`src/rtl/s1494_cone_scheduler.sv`:
```
// Step controller for the s1494 next-state datapath: owns the v7..v12 state register and
// time-shares one external cone evaluator, committing all new state bits at once.
module s1494_cone_scheduler #(
   parameter int NBITS = 6,
   parameter int NIN   = 7,
   parameter int SEL_W = 3,
   parameter int TMO   = 15
) (
   input  logic             clock,
   input  logic             CLR,
   input  logic [NIN-1:0]   pi,
   input  logic             start,
   output logic             busy,
   output logic             cone_req,
   output logic [SEL_W-1:0] cone_sel,
   output logic [NIN-1:0]   cone_pi,
   output logic [NBITS-1:0] cone_state,
   input  logic             cone_ack,
   input  logic             cone_out,
   output logic [NBITS-1:0] state,
   output logic             done,
   output logic             err,
   input  logic             err_clr
);

   localparam int TW = $clog2(TMO + 1);

   typedef enum logic [1:0] {IDLE, EVAL, COMMIT, ABORT} fsm_t;

   fsm_t             r_fsm;
   fsm_t             w_fsmNext;
   logic [NBITS-1:0] r_state;
   logic [NBITS-1:0] r_nxt;
   logic [NIN-1:0]   r_piQ;
   logic [SEL_W-1:0] r_sel;
   logic [TW-1:0]    r_timer;
   logic             r_err;
   logic             w_lastSel;
   logic             w_timeout;

   assign w_lastSel = (r_sel == SEL_W'(NBITS - 1));
   assign w_timeout = (r_timer == TW'(TMO - 1));

   always_ff @(posedge clock or negedge CLR) begin
      if (!CLR) r_fsm <= IDLE;
      else      r_fsm <= w_fsmNext;
   end

   // The TMO-th consecutive cycle without an ack aborts the step.
   always_comb begin
      w_fsmNext = r_fsm;
      busy      = 1'b0;
      cone_req  = 1'b0;
      done      = 1'b0;
      case (r_fsm)
         IDLE: begin
            if (start) w_fsmNext = EVAL;
         end
         EVAL: begin
            busy     = 1'b1;
            cone_req = 1'b1;
            if (cone_ack) begin
               if (w_lastSel) w_fsmNext = COMMIT;
            end else if (w_timeout) begin
               w_fsmNext = ABORT;
            end
         end
         COMMIT: begin
            busy      = 1'b1;
            done      = 1'b1;
            w_fsmNext = IDLE;
         end
         ABORT: begin
            busy      = 1'b1;
            w_fsmNext = IDLE;
         end
         default: w_fsmNext = IDLE;
      endcase
   end

   // Results collect in a shadow register so every cone sees the same old state.
   always_ff @(posedge clock or negedge CLR) begin
      if (!CLR) begin
         r_state <= '0;
         r_nxt   <= '0;
         r_piQ   <= '0;
         r_sel   <= '0;
         r_timer <= '0;
         r_err   <= 1'b0;
      end else begin
         case (r_fsm)
            IDLE: begin
               if (err_clr) r_err <= 1'b0;
               if (start) begin
                  r_piQ   <= pi;
                  r_sel   <= '0;
                  r_timer <= '0;
               end
            end
            EVAL: begin
               if (cone_ack) begin
                  r_nxt[r_sel] <= cone_out;
                  r_timer      <= '0;
                  if (!w_lastSel) r_sel <= r_sel + 1'b1;
               end else begin
                  r_timer <= r_timer + 1'b1;
               end
            end
            COMMIT: r_state <= r_nxt;
            ABORT:  r_err   <= 1'b1;
            default: ;
         endcase
      end
   end

   assign cone_sel   = r_sel;
   assign cone_pi    = r_piQ;
   assign cone_state = r_state;
   assign state      = r_state;
   assign err        = r_err;

endmodule

```
`config.mk`:
```
export PLATFORM = sky130hd
export DESIGN_NAME = s1494_cone_scheduler
export DESIGN_NICKNAME = d
export VERILOG_FILES = /design/src/rtl/s1494_cone_scheduler.sv
export SDC_FILE = /design/constraint.sdc
export NUM_CORES = 1
export LEC_CHECK = 0
export BUFFER_PORTS_ARGS = -buffer_cell sky130_fd_sc_hd__buf_2
export CAP_MARGIN = 5
export CORE_UTILIZATION = 45
export DETAILED_ROUTE_END_ITERATION = 6
export PLACE_DENSITY_LB_ADDON = 0.12
export SYNTH_ARGS = -nofsm -noshare
export SYNTH_HDL_FRONTEND = slang
export SYNTH_SLANG_ARGS = --single-unit
export TNS_END_PERCENT = 100
```
`constraint.sdc`:
```
create_clock -name clock -period 1.35 [get_ports clock]
set_input_delay 0.135 -clock clock [delete_from_list [all_inputs] [get_ports clock]]
set_output_delay 0.135 -clock clock [all_outputs]
set_load 0.05 [all_outputs]
```
== Yosys cells after proc, flatten, opt, wreduce, memory -nomap -nowiden ==
Index checks and enable logic that the tools add are counted.
Widths: inputs -> output; s select.

* Multiplexer cells: 20
* Reduce and logical (&&, ||, !) cells: 12
* Magnitude comparators: 2
* Eq/ne operators: 11
* Add/subtract/negate cells: 2

{| class="wikitable"
|+ Operators with widths
! operator !! number
|-
| $mux 3 || 3
|-
| $mux 2 || 4
|-
| $mux 4 || 2
|-
| $ne 2x2->1 const B || 4
|-
| $pmux 4 s2 || 1
|-
| $reduce_and 2->1 || 4
|-
| $bwmux 6 || 1
|-
| $ne 3x3->1 const B || 2
|-
| $pmux 2 s3 || 1
|-
| $pmux 3 s2 || 1
|-
| $mux 1 || 5
|-
| $add 4x1->4 const B || 1
|-
| $eq 2x2->1 const B || 2
|-
| $eq 4x4->1 const B || 1
|-
| $lt 3x4->1 const B || 1
|-
| $reduce_and 4->1 || 1
|-
| $reduce_bool 2->1 || 2
|-
| $add 3x1->3 const B || 1
|-
| $demux 1 s3 || 1
|-
| $eq 3x3->1 const B || 1
|-
| $ge 3x1->1 const B || 1
|-
| $reduce_and 3->1 || 1
|-
| $reduce_or 3->1 || 1
|-
| $eq 2x1->1 const B || 1
|-
| 4 further kinds || 4
|}

* Output and inout bits: 26
* Word-level logic and storage cells: 54
* Register bits: 29

== Logic depth before layout (Yosys ltp) ==
* Depth after elaboration: 5
* Mapped depth: 5
* Gate-level depth less buffers: 5

== Least setup slack after synthesis ==
No wires, ideal clock.

* Kind: register to register
* Start point: register r_sel[1] (netlist: cone_sel[1])
* End point: register r_sel[0] (netlist: cone_sel[0])
* Data arrival time: 1695 ps
* Path buffers: 0
* Stages on the path, launching flop included: 6
* Slack: -450 ps
* Clock period less this slack: 1800 ps
* Cells stage by stage: dfrtp_1 inv_1 ha_1 and2_1 or2_1 o311ai_1

* Word-level cells in the longest chain between the ends: 3

{| class="wikitable"
|+ Ends and longest elaborated chain
! what !! RTL line !! RTL
|-
| start: declaration || 35 || <nowiki>logic [SEL_W-1:0] r_sel;</nowiki>
|-
| start signal: assignment || 104 || <nowiki>if (!w_lastSel) r_sel <= r_sel + 1'b1;</nowiki>
|-
| $eq 3x3->1 || 41 || <nowiki>assign w_lastSel = (r_sel == SEL_W'(NBITS - 1));</nowiki>
|-
| $ne 2x2->1 (no line) || - ||
|-
| $reduce_and 4->1 (no line) || - ||
|}

No other way between the ends.
A chain may end at the register's enable or synchronous reset.

== Worst setup path after layout ==
* Start point: register r_fsm[1]
* End point: register r_nxt[1]

* Word-level cells in the longest chain between the ends: 2

{| class="wikitable"
|+ Ends and longest elaborated chain
! what !! RTL line !! RTL
|-
| start: declaration || 30 || <nowiki>fsm_t r_fsm;</nowiki>
|-
| start signal: assignment || 46 || <nowiki>else r_fsm <= w_fsmNext;</nowiki>
|-
| $eq 2x1->1 || 91 || <nowiki>case (r_fsm)</nowiki>
|-
| $reduce_and 2->1 (no line) || - ||
|-
| end signal: indexed assignment || 102 || <nowiki>r_nxt[r_sel] <= cone_out;</nowiki>
|-
| end: declaration || 33 || <nowiki>logic [NBITS-1:0] r_nxt;</nowiki>
|}

No other way between the ends.

==> report_table.html <==
<table>
<tr><th>Metric</th><th>Value</th></tr>
<tr><th colspan="2">Cells and area</th></tr>
<tr><td>N_diodes</td><td>0</td></tr>
<tr><td>Ratio of cells with drive above 1 in the final layout</td><td>64.04%</td></tr>
<tr><td>Number of nets in the final layout</td><td>roughly 200</td></tr>
<tr><td>Layout Utilization</td><td>between 70% and 80%</td></tr>
<tr><td>Number of standard cells in the layout, taps in and fillers out</td><td>about 210</td></tr>
<tr><td>Syn-to-layout area delta</td><td>48.03%</td></tr>
<tr><th colspan="2">STA</th></tr>
<tr><td>Skew final</td><td>~0.0034 ns</td></tr>
<tr><td>Unrepaired setup endpoints after global routing</td><td>yes</td></tr>
<tr><td>Number of failing setup endpoints in the final timing report</td><td>19</td></tr>
<tr><td>Slew of the pin with the lowest slew margin</td><td>0.2562 ns</td></tr>
<tr><td>Final Cycle Share</td><td>112.6%</td></tr>
<tr><td>Maximum frequency from static timing analysis</td><td>around 0.66 GHz</td></tr>
<tr><td>Post-route setup slack</td><td>-0.1708 ns</td></tr>
<tr><td>Minimum clock period</td><td>~1.5 ns</td></tr>
<tr><td>Relative slew slack</td><td>between 80% and 90%</td></tr>
<tr><td>Count of pins over their slew limit</td><td>0</td></tr>
<tr><td>Number of hold violations in the final report</td><td>0</td></tr>
<tr><th colspan="2">Critical path</th></tr>
<tr><td>Required arrival time at the worst endpoint</td><td>between 1.5 and 2 ns</td></tr>
<tr><td>Crit path max fanout</td><td>5</td></tr>
<tr><td>Crit path capture type</td><td>flop</td></tr>
<tr><td>Nature of the critical path startpoint</td><td>flop</td></tr>
<tr><td>Worst setup path class</td><td>reg -&gt; reg</td></tr>
<tr><td>Crit path DAT</td><td>1.74 ns</td></tr>
<tr><th colspan="2">Detailed routing</th></tr>
<tr><td>Post-DRT Antenna Nets</td><td>0</td></tr>
<tr><td>Via density per instance</td><td>5.311</td></tr>
<tr><td>Detailed router's first-iteration violation count</td><td>36</td></tr>
<tr><td>Wire length after detailed routing</td><td>between 3000 and 4000 µm</td></tr>
<tr><td>Vias post-DR</td><td>around 1.1k</td></tr>
<tr><td>First-pass iteration count of the detailed router</td><td>6</td></tr>
<tr><td>Detailed-route DRC error count</td><td>3</td></tr>
<tr><td>Routed wirelength normalized by instance count</td><td>15.67 µm</td></tr>
<tr><th colspan="2">Clocking</th></tr>
<tr><td>Worst-path clk slew</td><td>~0.090 ns</td></tr>
<tr><td>TritonCTS clock tree</td><td>done</td></tr>
<tr><td>Clock Latency Late Sink</td><td>roughly 0.32 ns</td></tr>
<tr><td>Maximum clock path buffer count</td><td>2</td></tr>
<tr><td>Clock sink total</td><td>29</td></tr>
<tr><td>CTS Buf Count</td><td>5</td></tr>
<tr><td>Number of levels in the clock H-tree</td><td>2</td></tr>
<tr><td>Cell at the root of the clock tree</td><td>clkbuf_4</td></tr>
<tr><th colspan="2">Logic synthesis</th></tr>
<tr><td>Synth unique cells</td><td>34</td></tr>
<tr><td>Post-Synthesis Net Count</td><td>approximately 130</td></tr>
<tr><td>Async set-or-reset flop fraction in the synthesized netlist</td><td>between 90% and 100%</td></tr>
<tr><td>Portion of the post-synthesis area used by sequential elements</td><td>a little over half</td></tr>
<tr><td>Post-synth top area share</td><td>52.06%</td></tr>
<tr><td>Main synth FF type</td><td>dfrtp_1</td></tr>
<tr><td>Largest area contributor in the netlist</td><td>dfrtp_1</td></tr>
<tr><td>Gate Count Post-Synth</td><td>between 100 and 150</td></tr>
<tr><td>Synth Cell Area</td><td>1394 µm²</td></tr>
<tr><td>EDFF count, synth</td><td>0</td></tr>
<tr><td>Yosys warning total</td><td>0</td></tr>
<tr><td>Top area cells in the synthesized netlist</td><td>dfrtp_1 52%, mux2_2 15%, buf_4 4.3%</td></tr>
<tr><td>Register bit total from synthesis</td><td>29</td></tr>
<tr><td>Mean instance size in the synthesized netlist</td><td>11.91 µm²</td></tr>
<tr><th colspan="2">Floorplan</th></tr>
<tr><td>Die area</td><td>~3300 µm²</td></tr>
<tr><td>Top-level I/O count</td><td>39</td></tr>
<tr><td>Initial core utilization</td><td>roughly 49%</td></tr>
<tr><td>Total number of placement rows</td><td>19</td></tr>
<tr><td>Placeable core region</td><td>roughly 2900 µm²</td></tr>
<tr><td>Height of the die</td><td>between 50 and 60 µm</td></tr>
<tr><td>Die Span X</td><td>a little under 60 µm</td></tr>
<tr><th colspan="2">Placed design</th></tr>
<tr><td>Detailed placer's ending HPWL</td><td>2095 µm</td></tr>
<tr><td>Total placed cells including tap cells</td><td>190</td></tr>
<tr><td>Weighted congestion at the end of routability-driven global placement</td><td>0.7808</td></tr>
<tr><td>Number of buffers added on ports</td><td>38</td></tr>
<tr><th colspan="2">Power and ir drop</th></tr>
<tr><td>Max IR drop VDD</td><td>approximately 0.0015 V</td></tr>
<tr><td>Overall Power</td><td>5.671 mW</td></tr>
<tr><td>Cell area power density</td><td>about 2700 nW/µm²</td></tr>
<tr><td>Reported leakage power</td><td>0.9845 nW</td></tr>
<tr><th colspan="2">Global route</th></tr>
<tr><td>Overall Global Routing Usage</td><td>about a fifth</td></tr>
<tr><td>Grt total ovfl</td><td>0</td></tr>
<tr><td>Largest net degree at the start of global routing</td><td>17</td></tr>
<tr><td>Global-route wire length before repair</td><td>~4700 µm</td></tr>
<tr><td>Number of antenna violations at the first check in global routing</td><td>0</td></tr>
<tr><td>Number of global-route vias before repair</td><td>around 1.0k</td></tr>
<tr><th colspan="2">Outcome</th></tr>
<tr><td>Outcome</td><td>finished, violations left</td></tr>
<tr><td>Failing checks</td><td>DRC, setup timing</td></tr>
<tr><th colspan="2">Flow run</th></tr>
<tr><td># Max-Cap Violations</td><td>0</td></tr>
<tr><th colspan="2">Worst hold path</th></tr>
<tr><td>Path category of the worst min-delay check</td><td>in -&gt; reg</td></tr>
</table>
-- sequential cells by signal (all words and copies together) (netlist names) --
| name | count |
|---|---|
| cone_sel | 3 |
| r_timer | 4 |
| r_fsm | 2 |
| cone_state | 6 |
| err | 1 |
| cone_pi | 7 |
| r_nxt | 6 |
-- report_power, final --
part / switching (mW) / internal [mW] / total (mW) / leakage [nW]
sequential: 0.314 / 1.26 / 1.58 / 0.356
clock: 0.287 / 0.245 / 0.532 / 0.0314
combinational: 2.12 / 1.45 / 3.56 / 0.597
total: 2.72 / 2.95 / 5.67 / 0.984
-- cells in the mapped netlist, types with 2 or more instances --
| cell type | number |
|---|---|
| a21oi_1 | 3 |
| a31oi_1 | 2 |
| buf_2 | 3 |
| buf_4 | 8 |
| dfrtp_1 | 29 |
| ha_1 | 4 |
| inv_1 | 5 |
| mux2_2 | 18 |
| nand2_1 | 5 |
| nand2b_1 | 2 |
| nand3_1 | 4 |
| nand4b_1 | 2 |
| nor2_1 | 5 |
| nor3_1 | 2 |
| nor3b_1 | 3 |
| o221ai_1 | 2 |
| o311ai_1 | 2 |
| or4_1 | 2 |
-- cell type report --
cell class              instances  area [µm²]
repair buffers                 67       511.7
well taps                      31       38.79
multi-input cells              70       701.9
flip-flops and latches         29       734.5
inverters                       5       21.27
fillers                       198       789.5
clock buffers                   7       55.05
-- kinds of logic after synthesis --
family | count (synthesis) | share of synthesized area (%)
buffers and inverters | 18 | 7.899
adder cells (fa/ha/maj) | 4 | 3.591
AND/OR/NAND/NOR | 33 | 13.92
flip-flops | 29 | 52.06
multiplexers | 19 | 15.35
AO/OA/AOI/OAI | 14 | 7.182
-- worst max-delay path: stages (launching register included) --
cell	delay [ns]
dfrtp_2	0.45
buf_6	0.13
nand4b_1	0.25
nor3_2	0.27
mux2_4	0.32
-- path summary, 6_finish.rpt --
check	start	end	slack (ns)	cells past startpoint
setup / recovery	r_fsm[1]	r_nxt[1]	-0.17	4
hold / removal	pi[4]	cone_pi[4]	0.04	2
setup reg to reg	r_fsm[1]	r_nxt[1]	-0.17	4
hold reg to reg	r_nxt[5]	r_nxt[5]	0.49	1
max in group asynchronous	CLR	cone_sel[2]	0.85	3
min in group asynchronous	CLR	r_nxt[2]	0.29	3
-- layout by cell type, fill, tap and decap left out, types with 2 or more instances in the layout --
| cell | netlist | final |
|---|---|---|
| nand4b_1 | 2 | 2 |
| buf_6 | 1 | 11 |
| mux2_2 | 18 | 6 |
| buf_12 | 0 | 2 |
| nor3b_2 | 0 | 2 |
| a31oi_1 | 2 | 2 |
| nor2_1 | 5 | 5 |
| nand2_1 | 5 | 5 |
| nand3_1 | 4 | 3 |
| buf_4 | 8 | 17 |
| buf_8 | 0 | 3 |
| a21oi_1 | 3 | 3 |
| dfrtp_2 | 0 | 4 |
| o311ai_2 | 0 | 2 |
| clkbuf_4 | 0 | 5 |
| o221ai_2 | 0 | 2 |
| dfrtp_1 | 29 | 24 |
| mux2_4 | 0 | 12 |
| buf_2 | 3 | 33 |
| ha_4 | 0 | 2 |
| or2_4 | 0 | 2 |
| or4_1 | 2 | 2 |
| ha_1 | 4 | 2 |
| inv_1 | 5 | 3 |
-- per-stage QoR --
stage	TNS [ns]	worst slack [ns]	instance area (µm²)	hold WS, ns
floorplan	-0.6734	-0.1188	1425	-0.1606
global route	-2.431	-0.2388	2063	0.02201
finish	-1.520	-0.1708	2063	0.03759
global placement	-0.02449	-0.01829	1700	0.08910
detailed placement	-0.1586	-0.04787	1700	0.09443
CTS	-1.179	-0.09890	1958	0.02909
-- routing by layer --
layer | track usage [%] | vias up | wire, µm
met1 | 24.93 | 531 | 1397
met2 | 31.40 | 42 | 1644
met3 | 6.920 | 7 | 169
met4 | 7.143 | 0 | 64
li1 | - | 530 | -
met5 | 0 | - | 0
-- repair_timing --
action	4_1_cts	5_1_grt
pin swaps	4	3
endpoints found under the hold margin	29	0
setup buffers	10	1
hold buffers	1	0
resized for setup	32	23
endpoints found under the setup margin	15	26
Note: power is estimated with default switching activity, not from simulation.
